===== src/rtl/spm_pkg.sv =====
// Shared types and constants for the SPM stream driver and its deserialiser.
package spm_pkg;

    typedef enum logic [1:0] {
        IDLE = 2'd0,
        CLR  = 2'd1,
        RUN  = 2'd2,
        DONE = 2'd3
    } spm_state_e;

    localparam int SPM_DRV_ACC_GUARD = 8;

    // Width of a counter that must reach 2*size inclusive.
    function automatic int spm_cnt_w(input int size);
        return $clog2(2 * size + 1);
    endfunction

endpackage


===== src/rtl/spm_deser.sv =====
// Serial product capture into a 2*SIZE-bit register, with the optional accumulator
// enabled by SPM_DRV_ACCUM_EN.
module spm_deser
    import spm_pkg::*;
#(
    parameter int SIZE = 32
) (
    input  logic clk,
    input  logic rst,
    input  logic i_shift,
    input  logic i_bit,
`ifdef SPM_DRV_ACCUM_EN
    input  logic i_last,
    input  logic i_acc_clr,
    output logic [2*SIZE+SPM_DRV_ACC_GUARD-1:0] o_product
`else
    output logic [2*SIZE-1:0] o_product
`endif
);
    localparam int PW = 2 * SIZE;

    logic signed [PW-1:0] r_prod;
    logic signed [PW-1:0] w_prod_nxt;

    // LSB arrives first, so each new bit enters at the top and drifts down.
    assign w_prod_nxt = {i_bit, r_prod[PW-1:1]};

    always_ff @(posedge clk) begin
        if (rst) begin
            r_prod <= '0;
        end else if (i_shift) begin
            r_prod <= w_prod_nxt;
        end
    end

`ifdef SPM_DRV_ACCUM_EN
    localparam int AW = PW + SPM_DRV_ACC_GUARD;

    logic signed [AW-1:0] r_acc;
    logic signed [AW-1:0] w_prod_ext;

    assign w_prod_ext = {{SPM_DRV_ACC_GUARD{w_prod_nxt[PW-1]}}, w_prod_nxt};

    // The final bit is only present in w_prod_nxt, so accumulate from it rather than r_prod.
    always_ff @(posedge clk) begin
        if (rst) begin
            r_acc <= '0;
        end else if (i_last) begin
            r_acc <= (i_acc_clr ? '0 : r_acc) + w_prod_ext;
        end else if (i_acc_clr) begin
            r_acc <= '0;
        end
    end

    assign o_product = r_acc;
`else
    assign o_product = r_prod;
`endif

endmodule


===== src/rtl/spm_stream_driver.sv =====
// Sequencer around the serial-parallel multiplier array: parallel x, serial sign-extended y,
// serial product deserialised to a signed result. Optional accumulator via SPM_DRV_ACCUM_EN.
module spm_stream_driver
    import spm_pkg::*;
#(
    parameter int SIZE = 32
) (
    input  logic            clk,
    input  logic            rst,
    input  logic            in_valid,
    output logic            in_ready,
    input  logic [SIZE-1:0] in_x,
    input  logic [SIZE-1:0] in_y,
    output logic            spm_rst,
    output logic [SIZE-1:0] spm_x,
    output logic            spm_y,
    input  logic            spm_p,
    output logic            out_valid,
    input  logic            out_ready,
`ifdef SPM_DRV_ACCUM_EN
    input  logic            acc_clr,
    output logic [2*SIZE+SPM_DRV_ACC_GUARD-1:0] out_product
`else
    output logic [2*SIZE-1:0] out_product
`endif
);
    localparam int PW = 2 * SIZE;
    localparam int CW = spm_cnt_w(SIZE);

    spm_state_e              r_state;
    spm_state_e              w_state_nxt;
    logic [CW-1:0]           r_k;
    logic signed [SIZE-1:0]  r_x;
    logic signed [SIZE-1:0]  r_ysh;
    logic                    r_spm_rst;
    logic                    w_accept;
    logic                    w_shift;
    logic                    w_last;
    logic                    w_spm_y;

    always_comb begin
        w_state_nxt = r_state;
        w_accept    = 1'b0;
        w_shift     = 1'b0;
        w_last      = 1'b0;
        w_spm_y     = 1'b0;
        case (r_state)
            IDLE: begin
                w_accept = in_valid;
                if (in_valid) w_state_nxt = CLR;
            end
            CLR: w_state_nxt = RUN;
            RUN: begin
                // k=0 only drives y; the array's first product bit is captured at k=1.
                w_spm_y = (r_k < CW'(PW)) ? r_ysh[0] : 1'b0;
                w_shift = (r_k != '0);
                w_last  = (r_k == CW'(PW));
                if (w_last) w_state_nxt = DONE;
            end
            DONE: if (out_ready) w_state_nxt = IDLE;
            default: w_state_nxt = IDLE;
        endcase
    end

    always_ff @(posedge clk) begin
        if (rst) begin
            r_state   <= IDLE;
            r_k       <= '0;
            r_x       <= '0;
            r_ysh     <= '0;
            r_spm_rst <= 1'b1;
        end else begin
            r_state   <= w_state_nxt;
            // Registered so the array clear is a clean level covering exactly the CLR cycle.
            r_spm_rst <= (w_state_nxt == CLR);
            if (w_accept) begin
                r_x   <= in_x;
                r_ysh <= in_y;
            end else if (r_state == RUN) begin
                r_ysh <= r_ysh >>> 1;
            end
            if (r_state == CLR) begin
                r_k <= '0;
            end else if (r_state == RUN && !w_last) begin
                r_k <= r_k + CW'(1);
            end
        end
    end

    spm_deser #(
        .SIZE      (SIZE)
    ) u_deser (
        .clk       (clk),
        .rst       (rst),
        .i_shift   (w_shift),
        .i_bit     (spm_p),
`ifdef SPM_DRV_ACCUM_EN
        .i_last    (w_last),
        .i_acc_clr (acc_clr),
`endif
        .o_product (out_product)
    );

    assign in_ready  = (r_state == IDLE);
    assign out_valid = (r_state == DONE);
    assign spm_rst   = r_spm_rst;
    assign spm_x     = r_x;
    assign spm_y     = w_spm_y;

endmodule

===== config.mk =====
export PLATFORM = sky130hd
export DESIGN_NAME = spm_stream_driver
export DESIGN_NICKNAME = d
export VERILOG_FILES = /design/src/rtl/spm_pkg.sv /design/src/rtl/spm_deser.sv /design/src/rtl/spm_stream_driver.sv
export SDC_FILE = /design/constraint.sdc
export NUM_CORES = 1
export LEC_CHECK = 0
export BUFFER_PORTS_ARGS = -buffer_cell sky130_fd_sc_hd__buf_4
export CORE_ASPECT_RATIO = 0.7
export CORE_UTILIZATION = 47
export CTS_BUF_LIST = sky130_fd_sc_hd__clkbuf_8
export DETAILED_ROUTE_END_ITERATION = 16
export PLACE_DENSITY = 0.76
export SLEW_MARGIN = 0
export SYNTH_ARGS = -nofsm -noshare
export SYNTH_HDL_FRONTEND = slang
export SYNTH_SLANG_ARGS = --single-unit

===== constraint.sdc =====
create_clock -name clk -period 1.7 [get_ports clk]
set_input_delay 0 -clock clk [delete_from_list [all_inputs] [get_ports clk]]
set_output_delay 0 -clock clk [all_outputs]
set_load 0.01 [all_outputs]

==> results of run 1 <==
[per-stage QoR]
stage | utilization (%) | instances
6_report | 73.7 | 953
5_1_grt | 73.7 | 953
4_1_cts | 73.0 | 950
3_5_place_dp | 62.0 | 844
3_3_place_gp | 62.0 | 844
2_1_floorplan | - | 553
[logic make-up after synthesis]
kind of cell | count (synthesis) | synth area share [%]
buf+inv | 45 | 5.54
fa+ha+maj | 2 | 0.482
compound gates | 116 | 13.4
simple gates | 186 | 14.6
flops | 138 | 53.2
mux | 66 | 12.7
[power breakdown]
part	switching [mW]	internal (mW)	leakage [nW]
combinational	0.404	0.434	2.30
clock	1.31	1.09	0.165
sequential	0.0655	3.35	1.12
[path summary, 6_finish.rpt]
check,cells past startpoint,startpoint,end,slack [ps]
worst max-delay path,7,r_k[0]$_SDFFE_PP0P_,u_deser.o_product[32]$_SDFFE_PP0P_,-120
worst min register to register,2,r_ysh[0]$_SDFFE_PP0P_,r_ysh[0]$_SDFFE_PP0P_,460
worst max register to register,7,r_k[0]$_SDFFE_PP0P_,u_deser.o_product[32]$_SDFFE_PP0P_,-120
worst min-delay path,5,in_valid,r_ysh[29]$_SDFFE_PP0P_,80
[cell usage in the layout, fill, tap and decap left out, types with 4 or more instances in the layout]
cell type | synthesis | final
a21oi_1 | 70 | 70
a22oi_1 | 31 | 31
buf_12 | 7 | 6
buf_4 | 0 | 181
clkbuf_8 | 0 | 19
clkinvlp_4 | 0 | 7
dfxtp_1 | 138 | 137
dlygate4sd3_1 | 0 | 67
mux2i_1 | 66 | 62
mux2i_2 | 0 | 4
nand2_1 | 167 | 167
o211ai_1 | 4 | 4
[what timing repair did]
item,CTS,global route
gates resized for setup,14,5
hold buffers,67,0
setup endpoints to repair,62,63
setup buffers,5,0
hold endpoints to repair,68,0
gates cloned,2,2
[final cells by class]
| cell class | instances | area share, % |
|---|---|---|
| antenna | 1 | 0.0322 |
| clock buffer | 19 | 3.36 |
| clock inverter | 13 | 1.24 |
| inverter | 5 | 0.241 |
| multi-input combinational | 370 | 28.1 |
| sequential | 138 | 35.5 |
| tap | 148 | 2.38 |
| timing repair buffer | 259 | 29.1 |
[worst max-delay path: cells and delay by family, from the launching register on]
kind                     cells  cell delay (ps)
buffers and inverters        3              410
multiplexers                 1              220
AO/OA/AOI/OAI                1              200
adder cells (fa/ha/maj)      1              130
AND/OR/NAND/NOR              1              470
flip-flops                   1              330
[sequential cells by signal, summed over array words and instances, names as in the netlist]
name,flops
r_k,7
r_state,2
r_ysh,32
spm_rst,1
spm_x,32
u_deser.o_product,64
[metal layers]
| metal | up-vias | wire, um | GRT usage, % |
|---|---|---|---|
| met5 | - | 0 | 0 |
| met2 | 150 | 7260 | 44.6 |
| li1 | 2373 | - | - |
| met4 | 0 | 405 | 12.9 |
| met3 | 35 | 604 | 5.83 |
| met1 | 2320 | 6130 | 29.4 |
==> flow_summary_export.csv, run 1 <==
group,metric,value,unit
critical_path,required,2050,ps
floorplan,die_area,11500,sq um
clocking,cts_tree,"built",
synthesis,avgSynthCellArea,9.39,sq um
clocking,cts_root_buf,"clkbuf_8",
placement,io_buffers,168,
synthesis,synth_area_leaders,"dfxtp_1 53%, mux2i_1 13%, nand2_1 12%",
synthesis,yosysSeqAreaShare,53.2,%
timing,fin_crit,1820,ps
critical_path,critPathArrivalTime,2170,ps
critical_path,cp-start-kind,"flip-flop",
synthesis,synth_flop_cell,"dfxtp_1",
floorplan,rows,31,
clocking,cts.htree.levels,4,
grt,grt_pass1_wl,23.3,mm
floorplan,io_pins,169,
cells_and_area,drive_gt1_share,29.9,%
grt,track_usage,25.6,%
routing,antenna_left,0,
clocking,cts_num_sinks,138,
cells_and_area,area_growth,49.8,%
placement,dpl_cell_area,6540,sq um
worst_hold_path,hold_path.class,"input pin to flip-flop",
synthesis,ys_types,34,
critical_path,cpPeakStageDelay,470,ps
critical_path,path_class,"flip-flop to flip-flop",
grt,globalRouteOverflowTotal,0,
power_and_ir_drop,power_density,855,nW/um^2
timing,period_share,107,%
floorplan,die_y,89.9,um
clocking,cts.reportedPaths.clkPinSlew,80,ps
grt,grt_pass1_vias,4878,
timing,finalMaxSlewViolations,0,
placement,gp_congestion,0.785,
cells_and_area,multi_input_area,2180,sq um
job,maxCapViolCount,0,
synthesis,synthCells,553,
routing,vias,4878,
routing,first_pass_iters,5,
cells_and_area,layout.nets,862,
timing,max_freq,0.548,GHz
floorplan,core_area,10600,sq um
cells_and_area,final_cell_area,7780,sq um
grt,grt_max_degree,72,
floorplan,die_w,128,um
clocking,clockBufferDepth,2,
timing,setup_tns,-4060,ps
routing,wl,14.4,mm
timing,finalHoldViolCount,0,
cells_and_area,register_area,2760,sq um
timing,tightest_slew,681,ps
placement,dp_hpwl,8.30,mm
outcome,failed_checks,"negative setup slack",
timing,grt_setup_unrepaired,"yes",
placement,dp_slack,-136,ps
timing,clock_skew,13.2,ps
timing,whs,75.8,ps
synthesis,ys_warn_count,0,
power_and_ir_drop,irDropWorstVdd,597,uV
floorplan,start_util,49.2,%
clocking,cts_made_buffers,17,
timing,setup_violations,58,
synthesis,synth_edf_count,0,
critical_path,path_cells,"inv_2 > ha_4 > or4b_4 > o21ai_4 > buf_4 > buf_12 > mux2i_2",
timing,slew_headroom,54.6,%
cells_and_area,fill_cells,740,
synthesis,yosys.area.top_type,"dfxtp_1",
critical_path,crit_path_end_kind,"flip-flop",
power_and_ir_drop,p_leak,3.59,nW
power_and_ir_drop,total_power,6.65,mW
timing,fin_ws,-123,ps
synthesis,yosysMostFrequentCell,"nand2_1",
synthesis,yosysTopAreaCellShare,53.2,%
critical_path,worstPathMaxFanout,9,
critical_path,slowest_stage,"or4b_4",
routing,routedWlPerCell,15.1,um
synthesis,async_flop_share,0,%
routing,drt_iter0_drc,318,
clocking,clkLatencyLatePin,430,ps
outcome,outcome,"complete, but fails checks",
routing,via_per_inst,5.12,
synthesis,ys_ff_latch,138,
routing,drc,0,
grt,antenna_found_initial,1,
synthesis,syn-num-nets,624,
synthesis,synthesis.area,5190,sq um
synthesis,yosys-top-cells-count,"167 x nand2_1, 138 x dfxtp_1, 70 x a21oi_1",
No activity file was read; power rests on OpenSTA's default activity.
==> run 2: changes to the inputs <==
--- a/config.mk
+++ b/config.mk
@@ -6,8 +6,9 @@
 export NUM_CORES = 1
 export LEC_CHECK = 0
 export BUFFER_PORTS_ARGS = -buffer_cell sky130_fd_sc_hd__buf_4
-export CORE_ASPECT_RATIO = 0.7
-export CORE_UTILIZATION = 47
+export CELL_PAD_IN_SITES_DETAIL_PLACEMENT = 1
+export CELL_PAD_IN_SITES_GLOBAL_PLACEMENT = 1
+export CORE_UTILIZATION = 35
 export CTS_BUF_LIST = sky130_fd_sc_hd__clkbuf_8
 export DETAILED_ROUTE_END_ITERATION = 16
 export PLACE_DENSITY = 0.76
==> run 2 against run 1 <==
Against the previous run: the flow still finishes with violations (negative setup slack); count of clock-buffer cells in the layout unchanged; wire length increased by 16%; worst hold slack improved by 220 ps; non-clock buffer count rose by 4; clock power grew 11%; register-to-register slack improved by 20 ps; clock skew down 4.1 ps; cell area up 1.8%; critical path depth did not move; highest routed layer unchanged.
==> flow_summary_export.csv, run 2 (same netlist as run 1, synthesis figures left out) <==
group,metric,value,unit
job,maxCapViolCount,0,
timing,setup_violations,61,
routing,via_per_inst,4.95,
outcome,outcome,"complete, but fails checks",
clocking,clkLatencyLatePin,440,ps
power_and_ir_drop,p_int,5.17,mW
timing,period_share,106,%
clocking,cts_root_buf,"clkbuf_8",
cells_and_area,final_common_cell,"buf_4",
grt,grt_pass1_wl,25.1,mm
floorplan,io_pins,169,
critical_path,crit_path_end_kind,"flip-flop",
timing,finalHoldViolCount,0,
routing,routedWlPerCell,16.8,um
floorplan,rows,44,
cells_and_area,drive_gt1_share,30.1,%
routing,wl,16.6,mm
critical_path,cp-start-kind,"flip-flop",
clocking,cts_tree,"built",
routing,vias,4910,
timing,whs,296,ps
grt,grt_pass1_vias,5120,
critical_path,critPathArrivalTime,2170,ps
clocking,cts_num_sinks,138,
power_and_ir_drop,clkPwrFrac,38.2,%
timing,fin_ws,-102,ps
grt,globalRouteOverflowTotal,0,
routing,first_pass_iters,4,
cells_and_area,largest_reg_flops,64,
outcome,failed_checks,"negative setup slack",
routing,antenna_left,0,
grt,track_usage,21.3,%
floorplan,die_w,124,um
timing,max_freq,0.555,GHz
placement,gp_congestion,0.745,
timing,fin_crit,1800,ps
critical_path,required,2070,ps
cells_and_area,final_cell_area,7920,sq um
power_and_ir_drop,combPwrFrac,12.8,%
critical_path,path_class,"flip-flop to flip-flop",
cells_and_area,layout.nets,866,
cells_and_area,area_growth,52.5,%
power_and_ir_drop,irDropWorstVdd,525,uV
power_and_ir_drop,power_density,881,nW/um^2
cells_and_area,most-common-layout-cells,"182 x buf_4, 167 x nand2_1, 136 x dfxtp_1",
floorplan,start_util,35.9,%
routing,drt_iter0_drc,184,
clocking,cts_made_buffers,17,
floorplan,die_area,15300,sq um
floorplan,core_area,14500,sq um
routing,drc,0,
power_and_ir_drop,p_leak,3.66,nW
grt,grt_max_degree,72,
timing,slew_headroom,53.2,%
timing,clock_skew,9.10,ps
power_and_ir_drop,switchingPower,1.80,mW
critical_path,worstPathMaxFanout,10,
power_and_ir_drop,seq_power_share,49.0,%
clocking,cts.htree.levels,4,
placement,dp_hpwl,10.1,mm
placement,dp_slack,-91.5,ps
clocking,cts.reportedPaths.clkPinSlew,80,ps
placement,dpl_cell_area,6690,sq um
clocking,clockBufferDepth,2,
floorplan,die_y,124,um
placement,io_buffers,168,
grt,antenna_found_initial,0,
cells_and_area,diodes,0,
timing,grt_setup_unrepaired,"yes",
cells_and_area,register_area,2770,sq um
timing,finalMaxSlewViolations,0,
worst_hold_path,hold_path.class,"input pin to flip-flop",
power_and_ir_drop,netSwitchingFraction,25.9,%
timing,tightest_slew,702,ps
cells_and_area,fill_cells,1625,
cells_and_area,multi_input_area,2180,sq um
run 2: metrics by stage:
stage | setup TNS (ps) | cells | utilization (%) | total power, mW
floorplan | 0 | 553 | - | 3.84
global placement | -190 | 885 | 46.2 | 4.17
detailed placement | -3420 | 885 | 46.2 | 4.21
CTS | -2270 | 986 | 53.8 | 6.98
global route | -7170 | 991 | 54.7 | 7.24
finish | -3960 | 991 | 54.7 | 6.98
run 2: final timing paths:
path	start	end	slack, ps	depth (start not counted)
worst min register to register	spm_x[6]$_SDFFE_PP0P_	spm_x[6]$_SDFFE_PP0P_	460	2
worst max-delay path	r_k[0]$_SDFFE_PP0P_	u_deser.o_product[25]$_SDFFE_PP0P_	-100	7
worst min-delay path	out_ready	r_state[1]$_SDFF_PP0_	300	3
worst max register to register	r_k[0]$_SDFFE_PP0P_	u_deser.o_product[25]$_SDFFE_PP0P_	-100	7
run 2: metal layers:
layer | up-vias | share of wire, % | track usage (%)
met3 | 18 | 6.0 | 6.00
met2 | 146 | 53 | 38.6
met1 | 2380 | 40 | 23.9
li1 | 2366 | - | -
met5 | - | 0 | 0
met4 | 0 | 1.0 | 6.40
run 2: area by class of cell:
class	instances	share of cell area (%)
Clock inverter	12	1.58
Sequential cell	138	34.9
Timing Repair Buffer	263	29.5
Inverter	5	0.237
Multi-Input combinational cell	370	27.6
Clock buffer	19	3.30
Tap cell	184	2.91
run 2: critical path, stage by stage, from the launching register on:
cell and delay (ps):
dfxtp_2 330, inv_2 80, ha_4 130, or4b_4 470, o21ai_4 160, buf_12 180
clkbuf_16 190, mux2i_1 190
run 2: power groups by stage:
| stage | clock network, mW | registers (mW) | logic, mW |
|---|---|---|---|
| 2_1_floorplan | 0 | 3.50 | 0.345 |
| 3_3_place_gp | 0 | 3.48 | 0.691 |
| 3_5_place_dp | 0 | 3.49 | 0.720 |
| 4_1_cts | 2.71 | 3.41 | 0.859 |
| 5_1_grt | 2.84 | 3.43 | 0.969 |
| 6_report | 2.67 | 3.42 | 0.893 |
run 2: what timing repair did:
action / in CTS / in global routing
setup buffers: 2 / 2
resized for setup: 7 / 8
hold endpoints to repair: 68 / 0
endpoints found under the setup margin: 61 / 63
gates cloned: 0 / 3
hold buffers: 68 / 0
